**src/rtl/dac_i2c_target.sv**
```systemverilog
// rtl/dac_i2c_target.sv - I2C target holding two 16-bit DAC channel registers
// Register read-back is built only when DAC_I2C_TARGET_READ_EN is defined.
module dac_i2c_target #(
  parameter logic [6:0] TARGET_ADDR = 7'b110_0000
) (
  input  logic        clk,
  input  logic        rst,
  input  logic        scl_i,
  input  logic        sda_i,
  output logic        sda_o,
  output logic [15:0] ch0_value,
  output logic [15:0] ch1_value,
  output logic        update,
  output logic        update_ch,
  output logic        busy
);

  typedef enum logic [3:0] {
    IDLE, ADDR, ADDR_ACK, CMD, CMD_ACK, DATA_HI, HI_ACK, DATA_LO, LO_ACK, IGNORE
`ifdef DAC_I2C_TARGET_READ_EN
    , TX_HI, TX_HI_ACK, TX_LO, TX_LO_ACK
`endif
  } state_t;

  state_t      state, state_nxt;
  logic        sda_nxt;
  logic [1:0]  scl_sync, sda_sync;
  logic        scl_s, sda_s, scl_prev, sda_prev;
  logic        scl_rise, scl_fall, start_det, stop_det;
  logic [3:0]  bit_cnt;
  logic [7:0]  rx_sh;
  logic [7:0]  shadow;
  logic        wr_reg;
  logic        byte_done, addr_match, reg_ok, wr_cmd;
  logic [15:0] lo_word;
  logic        bit_clr, shadow_ld, commit, wr_reg_ld, busy_set, busy_clr;

`ifdef DAC_I2C_TARGET_READ_EN
  logic        rd_reg, ack_rd, ack_rd_nxt, mack;
  logic [7:0]  tx_sh;
  logic [15:0] tx_word;
  logic        rd_cmd, rd_reg_ld, tx_ld, tx_lo_sel, tx_shift, mack_ld;
`endif

  always_ff @(posedge clk or negedge rst) begin
    if (!rst) begin
      scl_sync <= 2'b11;
      sda_sync <= 2'b11;
      scl_prev <= 1'b1;
      sda_prev <= 1'b1;
    end else begin
      scl_sync <= {scl_sync[0], scl_i};
      sda_sync <= {sda_sync[0], sda_i};
      scl_prev <= scl_s;
      sda_prev <= sda_s;
    end
  end

  assign scl_s     = scl_sync[1];
  assign sda_s     = sda_sync[1];
  assign scl_rise  = scl_s & ~scl_prev;
  assign scl_fall  = ~scl_s & scl_prev;
  assign start_det = scl_s & scl_prev & sda_prev & ~sda_s;
  assign stop_det  = scl_s & scl_prev & ~sda_prev & sda_s;

  // bit_cnt reaches 8 on the eighth rise; the following fall opens the ACK slot
  assign byte_done  = scl_fall && (bit_cnt == 4'd8);
  assign addr_match = (rx_sh[7:1] == TARGET_ADDR);
  assign reg_ok     = (rx_sh[7:4] == 4'd0);
  assign wr_cmd     = reg_ok && (rx_sh[2:1] == 2'b00);
  assign lo_word    = {shadow, rx_sh[6:0], sda_s};

`ifdef DAC_I2C_TARGET_READ_EN
  assign rd_cmd  = reg_ok && (rx_sh[2:1] == 2'b11);
  assign tx_word = rd_reg ? ch1_value : ch0_value;
`endif

  always_ff @(posedge clk or negedge rst) begin
    if (!rst) begin
      state <= IDLE;
      sda_o <= 1'b1;
    end else begin
      state <= state_nxt;
      sda_o <= sda_nxt;
    end
  end

  always_comb begin
    state_nxt = state;
    sda_nxt   = sda_o;
    bit_clr   = 1'b0;
    shadow_ld = 1'b0;
    commit    = 1'b0;
    wr_reg_ld = 1'b0;
    busy_set  = 1'b0;
    busy_clr  = 1'b0;
`ifdef DAC_I2C_TARGET_READ_EN
    ack_rd_nxt = ack_rd;
    rd_reg_ld  = 1'b0;
    tx_ld      = 1'b0;
    tx_lo_sel  = 1'b0;
    tx_shift   = 1'b0;
    mack_ld    = 1'b0;
`endif
    if (start_det) begin
      state_nxt = ADDR;
      sda_nxt   = 1'b1;
      bit_clr   = 1'b1;
      busy_clr  = 1'b1;
    end else if (stop_det) begin
      state_nxt = IDLE;
      sda_nxt   = 1'b1;
      busy_clr  = 1'b1;
    end else begin
      case (state)
        IDLE: ;
        ADDR: if (byte_done) begin
          busy_set = addr_match;
          if (addr_match && !rx_sh[0]) begin
            sda_nxt   = 1'b0;
            state_nxt = ADDR_ACK;
`ifdef DAC_I2C_TARGET_READ_EN
            ack_rd_nxt = 1'b0;
          end else if (addr_match && rx_sh[0]) begin
            sda_nxt    = 1'b0;
            state_nxt  = ADDR_ACK;
            ack_rd_nxt = 1'b1;
`endif
          end else begin
            state_nxt = IGNORE;
          end
        end
        ADDR_ACK: if (scl_fall) begin
          sda_nxt   = 1'b1;
          bit_clr   = 1'b1;
          state_nxt = CMD;
`ifdef DAC_I2C_TARGET_READ_EN
          if (ack_rd) begin
            state_nxt = TX_HI;
            tx_ld     = 1'b1;
            sda_nxt   = tx_word[15];
          end
`endif
        end
        CMD: if (byte_done) begin
          if (wr_cmd) begin
            sda_nxt   = 1'b0;
            wr_reg_ld = 1'b1;
            state_nxt = CMD_ACK;
`ifdef DAC_I2C_TARGET_READ_EN
            ack_rd_nxt = 1'b0;
          end else if (rd_cmd) begin
            sda_nxt    = 1'b0;
            rd_reg_ld  = 1'b1;
            ack_rd_nxt = 1'b1;
            state_nxt  = CMD_ACK;
`endif
          end else begin
            state_nxt = IGNORE;
          end
        end
        CMD_ACK: if (scl_fall) begin
          sda_nxt   = 1'b1;
          bit_clr   = 1'b1;
          state_nxt = DATA_HI;
`ifdef DAC_I2C_TARGET_READ_EN
          // a read command only arms the index; data follows a repeated START
          if (ack_rd) state_nxt = IGNORE;
`endif
        end
        DATA_HI: if (byte_done) begin
          sda_nxt   = 1'b0;
          shadow_ld = 1'b1;
          state_nxt = HI_ACK;
        end
        HI_ACK: if (scl_fall) begin
          sda_nxt   = 1'b1;
          bit_clr   = 1'b1;
          state_nxt = DATA_LO;
        end
        DATA_LO: begin
          commit = scl_rise && (bit_cnt == 4'd7);
          if (byte_done) begin
            sda_nxt   = 1'b0;
            state_nxt = LO_ACK;
          end
        end
        LO_ACK: if (scl_fall) begin
          sda_nxt   = 1'b1;
          bit_clr   = 1'b1;
          state_nxt = CMD;
        end
        IGNORE: sda_nxt = 1'b1;
`ifdef DAC_I2C_TARGET_READ_EN
        TX_HI, TX_LO: if (scl_fall) begin
          if (bit_cnt == 4'd8) begin
            sda_nxt   = 1'b1;
            state_nxt = (state == TX_HI) ? TX_HI_ACK : TX_LO_ACK;
          end else begin
            sda_nxt  = tx_sh[7];
            tx_shift = 1'b1;
          end
        end
        TX_HI_ACK, TX_LO_ACK: begin
          mack_ld = scl_rise;
          if (scl_fall) begin
            if (!mack) begin
              tx_ld     = 1'b1;
              bit_clr   = 1'b1;
              tx_lo_sel = (state == TX_HI_ACK);
              state_nxt = (state == TX_HI_ACK) ? TX_LO : TX_HI;
              sda_nxt   = (state == TX_HI_ACK) ? tx_word[7] : tx_word[15];
            end else begin
              sda_nxt   = 1'b1;
              state_nxt = IGNORE;
            end
          end
        end
`endif
        default: state_nxt = IDLE;
      endcase
    end
  end

  always_ff @(posedge clk or negedge rst) begin
    if (!rst) begin
      bit_cnt   <= 4'd0;
      rx_sh     <= 8'd0;
      shadow    <= 8'd0;
      wr_reg    <= 1'b0;
      ch0_value <= 16'h0000;
      ch1_value <= 16'h0000;
      update    <= 1'b0;
      update_ch <= 1'b0;
      busy      <= 1'b0;
    end else begin
      update <= commit;
      if (commit) begin
        if (wr_reg) ch1_value <= lo_word;
        else        ch0_value <= lo_word;
        update_ch <= wr_reg;
      end
      if (scl_rise) rx_sh <= {rx_sh[6:0], sda_s};
      if (bit_clr)       bit_cnt <= 4'd0;
      else if (scl_rise) bit_cnt <= bit_cnt + 4'd1;
      if (shadow_ld) shadow <= rx_sh;
      if (wr_reg_ld) wr_reg <= rx_sh[3];
      if (busy_clr)      busy <= 1'b0;
      else if (busy_set) busy <= 1'b1;
    end
  end

`ifdef DAC_I2C_TARGET_READ_EN
  always_ff @(posedge clk or negedge rst) begin
    if (!rst) begin
      rd_reg <= 1'b0;
      ack_rd <= 1'b0;
      mack   <= 1'b1;
      tx_sh  <= 8'd0;
    end else begin
      ack_rd <= ack_rd_nxt;
      // the read index survives a repeated START but not a STOP
      if (stop_det)       rd_reg <= 1'b0;
      else if (rd_reg_ld) rd_reg <= rx_sh[3];
      if (mack_ld) mack <= sda_s;
      if (tx_ld)
        tx_sh <= tx_lo_sel ? {tx_word[6:0], 1'b0} : {tx_word[14:8], 1'b0};
      else if (tx_shift)
        tx_sh <= {tx_sh[6:0], 1'b0};
    end
  end
`endif

endmodule

```
**config.mk**
```make
export PLATFORM = sky130hd
export DESIGN_NAME = dac_i2c_target
export DESIGN_NICKNAME = d
export VERILOG_FILES = /design/src/rtl/dac_i2c_target.sv
export SDC_FILE = /design/constraint.sdc
export NUM_CORES = 1
export LEC_CHECK = 0
export ABC_CLOCK_PERIOD_IN_PS = 5700
export BUFFER_PORTS_ARGS = -buffer_cell sky130_fd_sc_hd__buf_4
export CORE_ASPECT_RATIO = 1.25
export CORE_MARGIN = 5
export CORE_UTILIZATION = 30
export CTS_BUF_LIST = sky130_fd_sc_hd__clkbuf_2 sky130_fd_sc_hd__clkbuf_4 sky130_fd_sc_hd__clkbuf_8
export CTS_CLUSTER_SIZE = 25
export DETAILED_ROUTE_END_ITERATION = 7
export PLACE_DENSITY_LB_ADDON = 0.08
export SETUP_SLACK_MARGIN = 0.15
export SLEW_MARGIN = 20
export SYNTH_ARGS = -nofsm -noshare
export SYNTH_HDL_FRONTEND = slang
export SYNTH_SLANG_ARGS = --single-unit
```
**constraint.sdc**
```tcl
create_clock -name clk -period 5.7 [get_ports clk]
set_input_delay 1.425 -clock clk [delete_from_list [all_inputs] [get_ports clk]]
set_output_delay 1.425 -clock clk [all_outputs]
set_load 0.05 [all_outputs]
```
==> summary.md <==
| Metric | Value |
|---|---|
| Status | finished, final reports clean |
| Flop-to-flop setup slack | 2880 ps |
| Worst-path clk slew | 80 ps |
| Pwr per Cell Area | 322 mW/mm^2 |
| First-pass iteration count of the detailed router | 4 |
| CP endpoint kind | register |
| Die area | 0.0119 sq mm |
| Lkg Pwr | 0.00169 uW |
| Worst skew pair latency | 350 ps |
| Critical path origin | scl_sync[1] |
| Worst-Margin Slew | 944 ps |
| Die H | 121 um |
| Max Cap Violations | 0 |
| Final core occ | 0.362 |
| Post-route cell area | 0.00348 sq mm |
| H-tree depth | 3 |
| Largest regs | ch0_value: 16 flops, ch1_value: 16 flops |
| CP delay by family, top | simple AND/OR/NAND/NOR gates |
| Total power draw | 1120 uW |
| Synth unique cells | 53 |
| Total wire length after detailed routing | 6270 um |
| Critical path's slowest cell | nor2_2 |
| Post-synth top flop | dfrtp_1 |
| GPL Wtd Cong | 0.780 |
| Die W | 98.4 um |
| Via count | 1,817 |
| Crit path DAT | 3040 ps |
| Final worst-path cycle share | 0.494 |
| Vias in the first global route | 1,941 |
| Max IR drop VDD | 0.000126 V |
| Warnings, synthesis | 0 |
| Clock skew | 10.7 ps |
| Required time worst endpoint | 5930 ps |
| Area leader, netlist | dfrtp_1 |
| FILL cells | 978 |
| Crit-path max cell delay | 770 ps |
| Buf/Inv on CP | 0 |
| Area growth from synthesis to layout | 18.6% |
| Seq/Total Area, Yosys | 0.575 |
| FFs w/ async S/R, synth | 1.00 |
| Drt wl/cell | 16.5 um |
| CTS-repair resized insts | 0 |
| Initial antenna violation count | 0 |
| RSZ-0062 raised after global routing | false |
| Final worst slack | 2880 ps |
| Clock Sink Count | 67 |
| Synth top area share | 0.512 |
| Critical path depth in cells | 4 |
| Setup violations, final | 0 |
| Clk root buf | clkbuf_8 |
| Core area | 0.00961 sq mm |
| Period minus WS final | 2820 ps |
| Mapped Avg Cell Area | 14.0 sq um |
| Reg area | 0.00169 sq mm |
| Max FO, Critical Path | 16 |
| Largest cells by area after synthesis | dfrtp_1, mux2_2, dfstp_2 |
| Post-layout nets | 256 |
| Port-buffer cells | 39 |
| Max_slew headroom | 0.370 |
| CTS Hold Bufs | 0 |
| R2R cell count | 4 |
| Initial DRC Count | 35 |
| FF+latch count, synth | 67 |
| Synth Net Count | 216 |
| Pins over their slew limit | 0 |
| Share of cells above drive strength 1 | 0.482 |
| Placed cell area | 0.00329 sq mm |
| Post-synth EDFFs | 0 |
| Mapped Area | 0.00293 sq mm |
| # diodes | 0 |
| Fin. Hold Viols | 0 |
| CTS tree | done |
| Setup crit start kind | register |
| Setup Total Neg Slack | 0 ps |
| Post-DP HPWL | 4120 um |
| Drt via density | 4.77 |
| Total Routing Usage GR | 0.116 |
| Routed Antenna Nets | 0 |
| Reg2reg start | scl_sync[1] |
| Placement Rows | 40 |
| Post-Syn Instances | 210 |
| Area of the multi-input gates | 0.00114 sq mm |
| Largest net degree at the start of global routing | 68 |
| Pre-CTS setup slack | 2450 ps |
| CTS buffer count | 9 |
| DRC Markers | 0 |
| Starting density of the core | 0.305 |
| I/O pin cnt | 40 |
| Clock Path Buffers | 2 |
| Worst-path cell chain | nor2b_2, nand4_1, nor2_2, mux2_2 |
| Setup crit end | ch0_value[15] |
| WS Path Type | register to register |
| Hold/Removal Path Class | register to register |
| First-pass GRT wire length | 10,600 um |
| Post-CTS Setup Bufs | 0 |
| Reg2reg end | ch0_value[15] |
| Gr ovfl total | 0 |
| Max Fclk | 355 MHz |
-- how the worst min path moves through the flow --
| stage | start | endpoint | slack [ps] | cells past startpoint |
|---|---|---|---|---|
| 3_5_place_dp | sda_sync[0] | sda_sync[1] | 350 | 0 |
| 6_report | scl_sync[0] | scl_sync[1] | 350 | 0 |
| 3_3_place_gp | sda_sync[0] | sda_sync[1] | 350 | 0 |
| 5_1_grt | sda_sync[0] | sda_sync[1] | 360 | 0 |
| 2_1_floorplan | scl_sync[0] | scl_sync[1] | 350 | 0 |
| 4_1_cts | sda_sync[0] | sda_sync[1] | 360 | 0 |
-- report_power, final --
| group | total [uW] | leakage, uW | switching, uW | internal, uW |
|---|---|---|---|---|
| Clock | 370 | 0.0000918 | 185 | 185 |
| Sequential | 599 | 0.000890 | 78.6 | 521 |
| Combinational | 149 | 0.000706 | 71.1 | 78.3 |
| Total | 1120 | 0.00169 | 335 | 784 |
-- kinds of logic after synthesis --
| logic type | Yosys count | synth area share |
|---|---|---|
| compound gates | 26 | 0.0644 |
| xor+xnor | 4 | 0.0119 |
| fa+ha+maj | 2 | 0.00853 |
| buf+inv | 15 | 0.0375 |
| flops | 67 | 0.575 |
| mux | 50 | 0.202 |
| simple gates | 46 | 0.101 |
-- cell usage after synthesis, drive strengths merged, types with 2 or more instances --
cell type	count
ha	2
xor2	3
nand2	8
a21oi	4
nor3	4
o21a	2
and3b	2
inv	5
nor4	3
o2bb2ai	2
nor2b	3
dfstp	7
nand3b	2
nor2	7
o21ai	3
o41ai	2
nand4	2
or3	2
buf	5
o31ai	3
clkbuf	5
mux2	50
nand2b	2
dfrtp	60
-- final cells by class --
| cell class | count | area share |
|---|---|---|
| tap | 126 | 0.0453 |
| multi-input combinational | 128 | 0.328 |
| clock inverter | 4 | 0.00719 |
| clock buffer | 12 | 0.0457 |
| timing repair buffer | 39 | 0.0842 |
| sequential | 67 | 0.485 |
| inverter | 5 | 0.00540 |
-- metal layers --
| metal | vias up | GRT usage | wire length, um | part of all wire |
|---|---|---|---|---|
| met5 | - | 0 | 0 | 0 |
| met4 | 0 | 0.0760 | 201 | 0.032 |
| met2 | 31 | 0.187 | 3140 | 0.50 |
| met1 | 926 | 0.137 | 2760 | 0.44 |
| li1 | 845 | - | - | - |
| met3 | 15 | 0.0271 | 170 | 0.027 |
-- placed cells by master (no fill, tap or decap), types with 2 or more instances in the layout --
cell type / netlist / layout
buf_4: 2 / 39
nor2b_1: 3 / 2
ha_1: 2 / 2
or3_2: 2 / 2
clkbuf_8: 3 / 11
mux2_2: 42 / 42
clkinvlp_4: 0 / 2
clkinv_2: 0 / 2
o21ai_0: 3 / 3
o2bb2ai_1: 2 / 2
a21oi_1: 4 / 4
nand2_1: 7 / 7
o21a_1: 2 / 2
nor4_1: 3 / 3
dfrtp_1: 60 / 60
inv_1: 5 / 5
o41ai_1: 2 / 2
dfstp_2: 7 / 7
o31ai_1: 3 / 3
nand4_1: 2 / 2
xor2_1: 3 / 3
mux2_4: 8 / 8
nand3b_1: 2 / 2
and3b_1: 2 / 2
nor3_1: 4 / 4
nor2_1: 6 / 6
-- stage by stage --
stage,hold slack (ps),cells
2_1_floorplan,345,210
3_3_place_gp,347,365
3_5_place_dp,352,365
4_1_cts,360,381
5_1_grt,363,381
6_report,354,381
Note: power is estimated with default switching activity, not from simulation.
